### src/rtl/pmul_batch_pkg.sv
// Shared types for the point-multiplication batch sequencer.
package pmul_batch_pkg;

    typedef enum logic [2:0] {
        StIdle,
        StLaunch,
        StWaitBusy,
        StWaitDone,
        StNext
    } state_e;

    localparam logic TrigAll = 1'b0;
    localparam logic TrigSel = 1'b1;

endpackage

### src/rtl/ecc_pmul_batch_ctrl_if.sv
// Word-serial link between the batch sequencer (master) and the point-multiplication core (slave).
interface ecc_pmul_batch_ctrl_if #(
    parameter int unsigned pWORD_WIDTH = 32,
    parameter int unsigned pWADDR      = 3
);
    logic                   core_ena;
    logic                   core_rdy;
    logic [pWADDR-1:0]      core_k_addr;
    logic [pWORD_WIDTH-1:0] core_k_din;
    logic [pWADDR-1:0]      core_rx_addr;
    logic [pWADDR-1:0]      core_ry_addr;
    logic                   core_rx_wren;
    logic                   core_ry_wren;
    logic [pWORD_WIDTH-1:0] core_rx_dout;
    logic [pWORD_WIDTH-1:0] core_ry_dout;

    modport master (
        output core_ena, core_k_din,
        input  core_rdy, core_k_addr, core_rx_addr, core_ry_addr,
        input  core_rx_wren, core_ry_wren, core_rx_dout, core_ry_dout
    );

    modport slave (
        input  core_ena, core_k_din,
        output core_rdy, core_k_addr, core_rx_addr, core_ry_addr,
        output core_rx_wren, core_ry_wren, core_rx_dout, core_ry_dout
    );

endinterface

### src/rtl/pmul_slot_ram.sv
// Simple dual-port slot memory: one write port, one registered read port (old data on collision).
module pmul_slot_ram #(
    parameter int unsigned Width     = 32,
    parameter int unsigned AddrWidth = 5
) (
    input  logic                 clk_i,
    input  logic                 rst_i,
    input  logic                 we_i,
    input  logic [AddrWidth-1:0] waddr_i,
    input  logic [Width-1:0]     wdata_i,
    input  logic [AddrWidth-1:0] raddr_i,
    output logic [Width-1:0]     rdata_o
);
    localparam int unsigned Depth = 1 << AddrWidth;

    logic [Width-1:0] mem_q [Depth];
    logic [Width-1:0] rdata_q;

    always_ff @(posedge clk_i) begin
        if (we_i) begin
            mem_q[waddr_i] <= wdata_i;
        end
    end

    // Only the read register is reset; array contents survive reset.
    always_ff @(posedge clk_i) begin
        if (rst_i) begin
            rdata_q <= '0;
        end else begin
            rdata_q <= mem_q[raddr_i];
        end
    end

    assign rdata_o = rdata_q;

endmodule

### src/rtl/ecc_pmul_batch_ctrl.sv
// Batch sequencer: runs the point-multiplication core once per scalar slot and stores results.
module ecc_pmul_batch_ctrl
    import pmul_batch_pkg::*;
#(
    parameter int unsigned pWORD_WIDTH = 32,
    parameter int unsigned pNUM_WORDS  = 8,
    parameter int unsigned pNUM_SLOTS  = 4,
    parameter int unsigned pCNT_WIDTH  = 32,
    parameter int unsigned pWADDR      = $clog2(pNUM_WORDS),
    parameter int unsigned pSADDR      = (pNUM_SLOTS > 1) ? $clog2(pNUM_SLOTS) : 1
) (
    input  logic                   crypto_clk,
    input  logic                   reset_i,
    input  logic                   host_k_wr_i,
    input  logic [pSADDR-1:0]      host_slot_i,
    input  logic [pWADDR-1:0]      host_word_i,
    input  logic [pWORD_WIDTH-1:0] host_wdata_i,
    output logic [pWORD_WIDTH-1:0] host_rx_rdata_o,
    output logic [pWORD_WIDTH-1:0] host_ry_rdata_o,
    input  logic                   start_i,
    input  logic                   abort_i,
    input  logic [pSADDR:0]        num_ops_i,
    input  logic [pCNT_WIDTH-1:0]  timeout_i,
    input  logic                   trig_mode_i,
    input  logic [pSADDR-1:0]      trig_slot_i,
    output logic                   busy_o,
    output logic                   done_o,
    output logic                   err_timeout_o,
    output logic                   aborted_o,
    output logic [pSADDR-1:0]      cur_slot_o,
    output logic [pCNT_WIDTH-1:0]  cycles_o,
    output logic                   trig_o,
    ecc_pmul_batch_ctrl_if.master  core
);
    localparam int unsigned AddrWidth = pSADDR + pWADDR;

    state_e                  state_q, state_d;
    logic [pSADDR-1:0]       slot_q, slot_d;
    logic [pSADDR:0]         num_ops_q, num_ops_d;
    logic [pCNT_WIDTH-1:0]   op_cnt_q, op_cnt_d, cnt_inc;
    logic [pCNT_WIDTH-1:0]   cycles_q, cycles_d;
    logic                    err_q, err_d, aborted_q, aborted_d, done_q, done_d;
    logic                    in_wait, ops_valid, last_slot, timed_out;
    logic                    k_we, rx_we, ry_we;
    logic [pWORD_WIDTH-1:0]  k_din;

    assign ops_valid = (num_ops_i != '0) && (32'(num_ops_i) <= pNUM_SLOTS);
    assign last_slot = (({1'b0, slot_q} + (pSADDR+1)'(1)) == num_ops_q);
    assign cnt_inc   = (op_cnt_q == '1) ? op_cnt_q : op_cnt_q + pCNT_WIDTH'(1);
    assign timed_out = in_wait && (timeout_i != '0) && (op_cnt_q == timeout_i);

    always_ff @(posedge crypto_clk) begin
        if (reset_i) begin
            state_q <= StIdle;
        end else begin
            state_q <= state_d;
        end
    end

    always_comb begin
        state_d   = state_q;
        slot_d    = slot_q;
        num_ops_d = num_ops_q;
        op_cnt_d  = op_cnt_q;
        cycles_d  = cycles_q;
        err_d     = err_q;
        aborted_d = aborted_q;
        done_d    = 1'b0;
        unique case (state_q)
            StIdle: begin
                if (start_i) begin
                    err_d     = 1'b0;
                    aborted_d = 1'b0;
                    if (ops_valid) begin
                        state_d   = StLaunch;
                        slot_d    = '0;
                        cycles_d  = '0;
                        num_ops_d = num_ops_i;
                    end else begin
                        done_d = 1'b1;
                    end
                end
            end
            StLaunch: begin
                op_cnt_d = pCNT_WIDTH'(1);
                state_d  = StWaitBusy;
            end
            StWaitBusy: begin
                op_cnt_d = cnt_inc;
                if (!core.core_rdy) state_d = StWaitDone;
            end
            StWaitDone: begin
                op_cnt_d = cnt_inc;
                if (core.core_rdy) begin
                    state_d  = StNext;
                    cycles_d = op_cnt_q;
                end
            end
            StNext: begin
                if (last_slot) begin
                    state_d = StIdle;
                    done_d  = 1'b1;
                end else begin
                    slot_d  = slot_q + pSADDR'(1);
                    state_d = StLaunch;
                end
            end
            default: state_d = StIdle;
        endcase
        // Abort overrides timeout, which overrides a completion seen in the same cycle.
        if (timed_out) begin
            state_d  = StIdle;
            err_d    = 1'b1;
            done_d   = 1'b1;
            cycles_d = cycles_q;
        end
        if (abort_i && (state_q != StIdle)) begin
            state_d   = StIdle;
            aborted_d = 1'b1;
            err_d     = err_q;
            done_d    = 1'b1;
            cycles_d  = cycles_q;
        end
    end

    always_comb begin
        in_wait       = (state_q == StWaitBusy) || (state_q == StWaitDone);
        busy_o        = (state_q != StIdle);
        core.core_ena = (state_q == StLaunch);
        trig_o        = in_wait && ((trig_mode_i == TrigAll) || (slot_q == trig_slot_i));
        k_we          = host_k_wr_i && (state_q == StIdle);
        rx_we         = core.core_rx_wren && in_wait;
        ry_we         = core.core_ry_wren && in_wait;
    end

    always_ff @(posedge crypto_clk) begin
        if (reset_i) begin
            slot_q    <= '0;
            num_ops_q <= '0;
            op_cnt_q  <= '0;
            cycles_q  <= '0;
            err_q     <= 1'b0;
            aborted_q <= 1'b0;
            done_q    <= 1'b0;
        end else begin
            slot_q    <= slot_d;
            num_ops_q <= num_ops_d;
            op_cnt_q  <= op_cnt_d;
            cycles_q  <= cycles_d;
            err_q     <= err_d;
            aborted_q <= aborted_d;
            done_q    <= done_d;
        end
    end

    assign done_o          = done_q;
    assign err_timeout_o   = err_q;
    assign aborted_o       = aborted_q;
    assign cur_slot_o      = slot_q;
    assign cycles_o        = cycles_q;
    assign core.core_k_din = k_din;

    pmul_slot_ram #(.Width(pWORD_WIDTH), .AddrWidth(AddrWidth)) u_k_ram (
        .clk_i   (crypto_clk),
        .rst_i   (reset_i),
        .we_i    (k_we),
        .waddr_i ({host_slot_i, host_word_i}),
        .wdata_i (host_wdata_i),
        .raddr_i ({slot_q, core.core_k_addr}),
        .rdata_o (k_din)
    );

    pmul_slot_ram #(.Width(pWORD_WIDTH), .AddrWidth(AddrWidth)) u_rx_ram (
        .clk_i   (crypto_clk),
        .rst_i   (reset_i),
        .we_i    (rx_we),
        .waddr_i ({slot_q, core.core_rx_addr}),
        .wdata_i (core.core_rx_dout),
        .raddr_i ({host_slot_i, host_word_i}),
        .rdata_o (host_rx_rdata_o)
    );

    pmul_slot_ram #(.Width(pWORD_WIDTH), .AddrWidth(AddrWidth)) u_ry_ram (
        .clk_i   (crypto_clk),
        .rst_i   (reset_i),
        .we_i    (ry_we),
        .waddr_i ({slot_q, core.core_ry_addr}),
        .wdata_i (core.core_ry_dout),
        .raddr_i ({host_slot_i, host_word_i}),
        .rdata_o (host_ry_rdata_o)
    );

endmodule

### src/flat_wrapper.sv
// flat-port wrapper written by rule: the top's interface ports become plain ports
module ecc_pmul_batch_ctrl_flat import pmul_batch_pkg::*;
#(
    parameter int unsigned pWORD_WIDTH = 32,
    parameter int unsigned pNUM_WORDS  = 8,
    parameter int unsigned pNUM_SLOTS  = 4,
    parameter int unsigned pCNT_WIDTH  = 32,
    parameter int unsigned pWADDR      = $clog2(pNUM_WORDS),
    parameter int unsigned pSADDR      = (pNUM_SLOTS > 1) ? $clog2(pNUM_SLOTS) : 1
)
  (crypto_clk, reset_i, host_k_wr_i, host_slot_i, host_word_i, host_wdata_i, host_rx_rdata_o, host_ry_rdata_o, start_i, abort_i, num_ops_i, timeout_i, trig_mode_i, trig_slot_i, busy_o, done_o, err_timeout_o, aborted_o, cur_slot_o, cycles_o, trig_o, core_core_ena, core_core_k_din, core_core_rdy, core_core_k_addr, core_core_rx_addr, core_core_ry_addr, core_core_rx_wren, core_core_ry_wren, core_core_rx_dout, core_core_ry_dout);
  ecc_pmul_batch_ctrl_if #(.pWORD_WIDTH(pWORD_WIDTH), .pWADDR(pWADDR)) core_i ();
  input  logic crypto_clk;
  input  logic reset_i;
  input  logic host_k_wr_i;
  input  logic [pSADDR-1:0] host_slot_i;
  input  logic [pWADDR-1:0] host_word_i;
  input  logic [pWORD_WIDTH-1:0] host_wdata_i;
  output logic [pWORD_WIDTH-1:0] host_rx_rdata_o;
  output logic [pWORD_WIDTH-1:0] host_ry_rdata_o;
  input  logic start_i;
  input  logic abort_i;
  input  logic [pSADDR:0] num_ops_i;
  input  logic [pCNT_WIDTH-1:0] timeout_i;
  input  logic trig_mode_i;
  input  logic [pSADDR-1:0] trig_slot_i;
  output logic busy_o;
  output logic done_o;
  output logic err_timeout_o;
  output logic aborted_o;
  output logic [pSADDR-1:0] cur_slot_o;
  output logic [pCNT_WIDTH-1:0] cycles_o;
  output logic trig_o;
  output wire logic [$bits(core_i.core_ena)-1:0] core_core_ena;
  output wire logic [$bits(core_i.core_k_din)-1:0] core_core_k_din;
  input wire logic [$bits(core_i.core_rdy)-1:0] core_core_rdy;
  input wire logic [$bits(core_i.core_k_addr)-1:0] core_core_k_addr;
  input wire logic [$bits(core_i.core_rx_addr)-1:0] core_core_rx_addr;
  input wire logic [$bits(core_i.core_ry_addr)-1:0] core_core_ry_addr;
  input wire logic [$bits(core_i.core_rx_wren)-1:0] core_core_rx_wren;
  input wire logic [$bits(core_i.core_ry_wren)-1:0] core_core_ry_wren;
  input wire logic [$bits(core_i.core_rx_dout)-1:0] core_core_rx_dout;
  input wire logic [$bits(core_i.core_ry_dout)-1:0] core_core_ry_dout;
  assign core_core_ena = core_i.core_ena;
  assign core_core_k_din = core_i.core_k_din;
  assign core_i.core_rdy = core_core_rdy;
  assign core_i.core_k_addr = core_core_k_addr;
  assign core_i.core_rx_addr = core_core_rx_addr;
  assign core_i.core_ry_addr = core_core_ry_addr;
  assign core_i.core_rx_wren = core_core_rx_wren;
  assign core_i.core_ry_wren = core_core_ry_wren;
  assign core_i.core_rx_dout = core_core_rx_dout;
  assign core_i.core_ry_dout = core_core_ry_dout;
  ecc_pmul_batch_ctrl #(.pWORD_WIDTH(pWORD_WIDTH), .pNUM_WORDS(pNUM_WORDS), .pNUM_SLOTS(pNUM_SLOTS), .pCNT_WIDTH(pCNT_WIDTH), .pWADDR(pWADDR), .pSADDR(pSADDR)) u_core (.crypto_clk(crypto_clk), .reset_i(reset_i), .host_k_wr_i(host_k_wr_i), .host_slot_i(host_slot_i), .host_word_i(host_word_i), .host_wdata_i(host_wdata_i), .host_rx_rdata_o(host_rx_rdata_o), .host_ry_rdata_o(host_ry_rdata_o), .start_i(start_i), .abort_i(abort_i), .num_ops_i(num_ops_i), .timeout_i(timeout_i), .trig_mode_i(trig_mode_i), .trig_slot_i(trig_slot_i), .busy_o(busy_o), .done_o(done_o), .err_timeout_o(err_timeout_o), .aborted_o(aborted_o), .cur_slot_o(cur_slot_o), .cycles_o(cycles_o), .trig_o(trig_o), .core(core_i));
endmodule
### config.mk
export PLATFORM = sky130hd
export DESIGN_NAME = ecc_pmul_batch_ctrl_flat
export DESIGN_NICKNAME = d
export VERILOG_FILES = /design/src/rtl/pmul_batch_pkg.sv /design/src/rtl/ecc_pmul_batch_ctrl_if.sv /design/src/rtl/pmul_slot_ram.sv /design/src/rtl/ecc_pmul_batch_ctrl.sv /design/src/flat_wrapper.sv
export SDC_FILE = /design/constraint.sdc
export NUM_CORES = 2
export LEC_CHECK = 0
export BUFFER_PORTS_ARGS = -buffer_cell sky130_fd_sc_hd__buf_2
export CORE_MARGIN = 1
export CORE_UTILIZATION = 50
export DETAILED_ROUTE_END_ITERATION = 10
export PLACE_DENSITY = 0.69
export SKIP_CTS_REPAIR_TIMING = 1
export SLEW_MARGIN = 25
export SYNTH_ARGS = -nofsm -noshare
export SYNTH_HDL_FRONTEND = slang
export SYNTH_SLANG_ARGS = --single-unit
### constraint.sdc
create_clock -name crypto_clk -period 3.4 [get_ports crypto_clk]
set_input_delay 0.17 -clock crypto_clk [delete_from_list [all_inputs] [get_ports crypto_clk]]
set_output_delay 0.17 -clock crypto_clk [all_outputs]
set_load 0.01 [all_outputs]
== Word level (Yosys, flattened, before mapping) ==
Memory sizes are Yosys's and may differ from the RTL's. A register that Yosys moved wholly into a read port is not among the register bits.
Cells that the tools add are included.
Storage, ports and cells
  bits in registers: 75
  memory bits (writable): 3072
  output and inout bits: 136
  logic and storage cells: 94
  memories kept: 3
Memories
  u_core.u_k_ram.mem_q: words 32, width 32, rd ports 1, clocked after memory_dff 1, wr ports 1, RTL line pmul_slot_ram.sv:16  | logic [Width-1:0] mem_q [Depth];
  u_core.u_rx_ram.mem_q: words 32, width 32, rd ports 1, clocked after memory_dff 1, wr ports 1, RTL line pmul_slot_ram.sv:16
  u_core.u_ry_ram.mem_q: words 32, width 32, rd ports 1, clocked after memory_dff 1, wr ports 1, RTL line pmul_slot_ram.sv:16
Operators by class
  $add $sub $neg: 3
  $lt $le $gt $ge: 1
  equal/unequal tests: 14
  multiplexer cells: 32
  bitwise logic cells: 3
  reduce and logical (&&, ||, !) cells: 30
Operator list (count)
  $mux W32: 4
  $pmux W32 S2: 2
  $add A32 B1 Y32 const B: 1
  $eq A32 B32 Y1: 1
  $eq A32 B32 Y1 const B: 1
  $reduce_bool A32 Y1: 1
  $mux W1: 16
  $pmux W3 S5: 1
  $reduce_bool A2 Y1: 7
  $mux W3: 4
  $ne A2 B2 Y1 const B: 5
  $logic_and A1 B1 Y1: 8
  $reduce_and A4 Y1: 2
  $eq A3 B2 Y1 const B: 2
  $mux W2: 3
  $reduce_and A3 Y1: 2
  $reduce_and A6 Y1: 1
  $reduce_bool A3 Y1: 2
  $pmux W2 S2: 1
  $reduce_and A2 Y1: 2
  $add A2 B1 Y3 const B: 1
  $eq A3 B1 Y1 const B: 1
  $eq A3 B3 Y1: 1
  $eq A3 B3 Y1 const B: 1
  other kinds (10): 13

== Longest topological paths before layout ==
  depth after elaboration: 7
  depth in mapped cells: 11
  mapped depth without buffers: 8

== Cells and area by module ==
A second synthesis with hierarchy kept.
Unflattened totals
  cells, all modules: 5642
  area total of the unflattened synthesis: 123275.7 µm²
By module, submodules not included
  pmul_slot_ram: instances 3, cells an instance 1734, area each 39815.7 µm²
  ecc_pmul_batch_ctrl: instances 1, cells an instance 440, area each 3828.7 µm²

== Least setup slack after synthesis ==
Ideal clock, no wire load.
  path kind: register to register
  start: reg u_core.state_q[2]
  end: mem u_core.u_ry_ram.mem_q[28][0] (enable)
  setup time: 421 ps
  data arrival time: 2940 ps
  slack: 39 ps
  cell stages (with the launch flop): 7
  clock period less this slack: 3361 ps
  cell sequence: dfxtp_1 clkbuf_1 nand2b_1 buf_2 or4b_2 clkbuf_1 nor2_1
On the way
  word-level cells in the longest chain between the ends: 5
  elaborated cells on any way between the ends: 6
RTL lines
  start, declared: RTL line ecc_pmul_batch_ctrl.sv:37  | state_e state_q, state_d;
  start signal, assigned: RTL line ecc_pmul_batch_ctrl.sv:54  | state_q <= StIdle;
  start signal, assigned: RTL line ecc_pmul_batch_ctrl.sv:56  | state_q <= state_d;
  $eq A3 B2 Y1: RTL line ecc_pmul_batch_ctrl.sv:127  | in_wait = (state_q == StWaitBusy) || (state_q == StWaitDone);
  $logic_or A1 B1 Y1 (*): RTL line ecc_pmul_batch_ctrl.sv:127
  $logic_and A1 B1 Y1 (*): RTL line ecc_pmul_batch_ctrl.sv:133  | ry_we = core.core_ry_wren && in_wait;
  $mux W1 (*): RTL line pmul_slot_ram.sv:20  | if (we_i) begin
  $mux W1 (not written as such) (*): RTL line pmul_slot_ram.sv:21  | mem_q[waddr_i] <= wdata_i;
  end, declared: RTL line pmul_slot_ram.sv:16
Every way passes the cells marked *; elsewhere a longest branch is shown, timed or not.

== Worst setup path in the final report ==
  start: reg u_core.state_q[1]
  end: mem u_core.u_rx_ram.mem_q[23][1] (enable)
On the way
  word-level cells in the longest chain between the ends: 5
  elaborated cells on any way between the ends: 6
RTL lines
  $eq A3 B2 Y1: RTL line ecc_pmul_batch_ctrl.sv:127
  $logic_or A1 B1 Y1 (*): RTL line ecc_pmul_batch_ctrl.sv:127
  $logic_and A1 B1 Y1 (*): RTL line ecc_pmul_batch_ctrl.sv:132  | rx_we = core.core_rx_wren && in_wait;
  $mux W1 (*): RTL line pmul_slot_ram.sv:20
  $mux W1 (not written as such) (*): RTL line pmul_slot_ram.sv:21
  end, declared: RTL line pmul_slot_ram.sv:16
Marks and branches as above.

==> summary.txt <==
Layout
  • Share of cells above drive strength 1: 0.324
  • Area Overhead vs Synth: 16.7%
  • NumNets Final: 6194
  • Final instance area: 142000 µm²
  • Layout Utilization: 0.589
  • Fin cells: 9493

CTS
  • H-Tree Depth: 5
  • CTS root buf: clkbuf_16
  • Clk sinks: 3243
  • CTS tree: built
  • Deepest clock path buffer count: 4
  • Clock Latency Late Sink: 970 ps
  • Reg clk slew, reported paths: 60 ps
  • Clock buffer count from CTS: 336

Synth
  • Post-Synth XOR/XNOR Area: 0.00317
  • Yosys Warn Count: 0
  • Compound-Gate Fraction of Synth Area: 0.0273
  • Area leader, netlist: edfxtp_1
  • Mapped Nets: 5431
  • Synth top area share: 0.758
  • Register area share after synthesis: 0.786
  • Number of enable flip-flop cells after synthesis: 3072
  • Yosys cell types: 61
  • Synth Area in Simple Gates: 0.0148
  • Multiplexer share of the synthesized area: 0.157
  • Mapped Avg Cell Area: 23.1 µm²
  • Post-synthesis sequential element count: 3243
  • Top cells by area, synth: edfxtp_1 (76%), mux4_2 (15%), dfxtp_1 (2.8%)
  • Synth Area in Adders: 0.000514
  • Combinational family with the most area after synthesis: multiplexers
  • FFs w/ async S/R, synth: 0
  • Top FF cell, synth: edfxtp_1
  • Synthesized instance count: 5270
  • Mapped Area: 122000 µm²

Power
  • Maximum vdd drop: 0.412 mV
  • Logic pwr share: 0.044
  • Power Density: 587 nW/µm²
  • Switching share of total power: 0.206
  • P_int: 0.0661 W
  • NetSw: 0.0172 W
  • Reg power frac: 0.528
  • Clock share of power: 0.428
  • Leakage: 44.9 nW

Run status
  • Status: complete, no violations

Worst setup path
  • Crit Path Category: register to register
  • CP Data Arrival Time: 3720 ps
  • Critical path peak fanout: 8
  • Type of origin of the critical path: register
  • CP required: 4040 ps
  • Worst Setup End Kind: register

Floorplanning
  • Die Wd: 495 µm
  • Core area: 241000 µm²
  • Die Span Y: 495 µm
  • Ports: 292
  • Starting Density: 0.504
  • Number of cell rows: 180
  • DIE AREA: 245000 µm²

STA
  • Final Max Tran Viols: 0
  • Final Hold Fails: 0
  • Unrepaired setup endpoints after global routing: no
  • Least-Margin Pin Slew: 1070 ps
  • Clk_skew: 110 ps
  • Final setup viols: 0
  • Max Fclk: 0.325 GHz
  • Setup_tns: 0 ps
  • Crit share post-route: 0.906
  • Final Critical Period: 3080 ps
  • Worst rel slew slack: 0.289
  • Hold WS: 36.0 ps

Detailed routing
  • DR pass1 iterations: 6
  • DRC viols: 0
  • Vias per inst: 6.36
  • WL final: 306000 µm
  • Post-route ant nets: 0
  • Via count: 60400
  • Initial DRC count: 7132
  • Avg WL per Cell: 32.3 µm

Place
  • Routability Congestion: 0.832
  • Dpl hpwl: 174000 µm
  • Input/output buffers: 291
  • DP Area: 130000 µm²
  • Placed cells: 8759

Run
  • # Max-Cap Violations: 0

GRT
  • Grt total ovfl: 0
  • All-Layer GR Usage: 0.249
  • Number of global-route vias before repair: 60300
  • First-pass GRT wire length: 435000 µm
  • Largest net degree at the start of global routing: 83
  • Initial antenna violation count: 31

Min path
  • Worst Hold Class: input port to register
## path summary, 6_finish.rpt
| path | from | endpoint | slack, ps | depth (start not counted) |
|---|---|---|---|---|
| setup reg to reg | u_core.state_q[1]$_SDFFE_PP0P_ | u_core.u_rx_ram.mem_q[23][1]$_DFFE_PP_ | 320 | 6 |
| setup / recovery | u_core.state_q[1]$_SDFFE_PP0P_ | u_core.u_rx_ram.mem_q[23][1]$_DFFE_PP_ | 320 | 6 |
| hold / removal | core_core_ry_addr[2] | u_core.u_ry_ram.mem_q[7][11]$_DFFE_PP_ | 40 | 3 |
| hold reg to reg | u_core.cycles_o[11]$_SDFFE_PP0P_ | u_core.cycles_o[11]$_SDFFE_PP0P_ | 460 | 2 |
## critical path: stages (launching register included)
cell           delay [ps]
dfxtp_1               430
nor2b_2               590
nand4_1               150
dlygate4sd3_1         580
buf_4                 230
nor2_4                160
dlygate4sd3_1         650
## power by group through the flow
stage                     clock [W]  combinational [W]  sequential [W]
after CTS                    0.0362            0.00355          0.0440
after global routing         0.0376            0.00387          0.0440
final                        0.0357            0.00365          0.0440
after detailed placement          0            0.00353          0.0449
after floorplan                   0            0.00185          0.0448
after global placement            0            0.00347          0.0448
## layout make-up
| type | count | area [µm²] |
|---|---|---|
| clock buffer | 444 | 9070 |
| sequential | 3243 | 95700 |
| clock inverter | 157 | 1590 |
| tap | 3185 | 3990 |
| inverter | 8 | 30.0 |
| antenna | 12 | 30.0 |
| multi-input combinational | 1726 | 25400 |
| timing repair buffer | 718 | 6190 |
| fill | 16700 | 99200 |
## cell families (layout without fill, tap and decap cells)
group,after synthesis,count (layout)
AOI/OAI and AO/OA,442,442
DFF,3243,3243
other,0,12
muxes,864,864
adders and majority gates,5,5
buffers and inverters,301,1327
and+or+nand+nor,371,371
xor gates and xnor gates,44,44
## metrics by stage
step / power (W) / worst slack, ps
2_1_floorplan: 0.0467 / 39.3
3_3_place_gp: 0.0483 / 466
3_5_place_dp: 0.0484 / 399
4_1_cts: 0.0837 / 638
5_1_grt: 0.0855 / 278
6_report: 0.0833 / 321
## registers in the layout (all words and copies together) (netlist names), 2 cells and up
signal	cells
u_core.state_q	3
u_core.op_cnt_q	32
u_core.u_rx_ram.mem_q	1024
u_core.u_k_ram.rdata_o	32
u_core.num_ops_q	3
u_core.cur_slot_o	2
u_core.u_ry_ram.mem_q	1024
u_core.u_k_ram.mem_q	1024
u_core.u_ry_ram.rdata_o	32
u_core.cycles_o	32
u_core.u_rx_ram.rdata_o	32
## cell usage after synthesis, types with 3 or more instances
cell type and number:
nor3_1 10, buf_6 14, nand2_1 100, buf_1 26, and2_1 6, a21oi_1 21, and4_1 9, o21ai_1 8
nand3_1 20, nor4_1 22, clkbuf_1 161, nor2b_1 4, nand4b_1 5, nand4_1 11, o21a_1 4, o21ai_0 19
buf_2 80, xor2_1 37, a22o_1 96, inv_1 6, ha_1 5, mux2i_1 32, and3_1 11, a22oi_1 129
dfxtp_1 171, or4_1 3, buf_4 12, a221oi_1 64, xnor2_1 7, mux4_2 832, edfxtp_1 3072, or3_1 6
o31ai_1 10, nor2_1 133, nor3_2 4, nand2b_1 10, a31oi_1 74
## routing by layer
metal	part of all wire	track usage
met4	0.031	0.0820
met3	0.091	0.0490
met1	0.39	0.348
met5	0.00030	0
met2	0.49	0.398
## cell usage in the layout, fill, tap and decap left out, types with 64 or more instances in the layout
master / instances
a221oi_1: 64
a22o_1: 96
a22oi_1: 129
a31oi_1: 74
buf_12: 94
buf_2: 285
buf_4: 213
clkbuf_1: 85
clkbuf_16: 338
clkinv_2: 65
dfxtp_1: 170
dlygate4sd3_1: 121
edfxtp_1: 3072
mux4_2: 832
nand2_1: 100
nor2_4: 99
(Power assumes the default switching activity.)
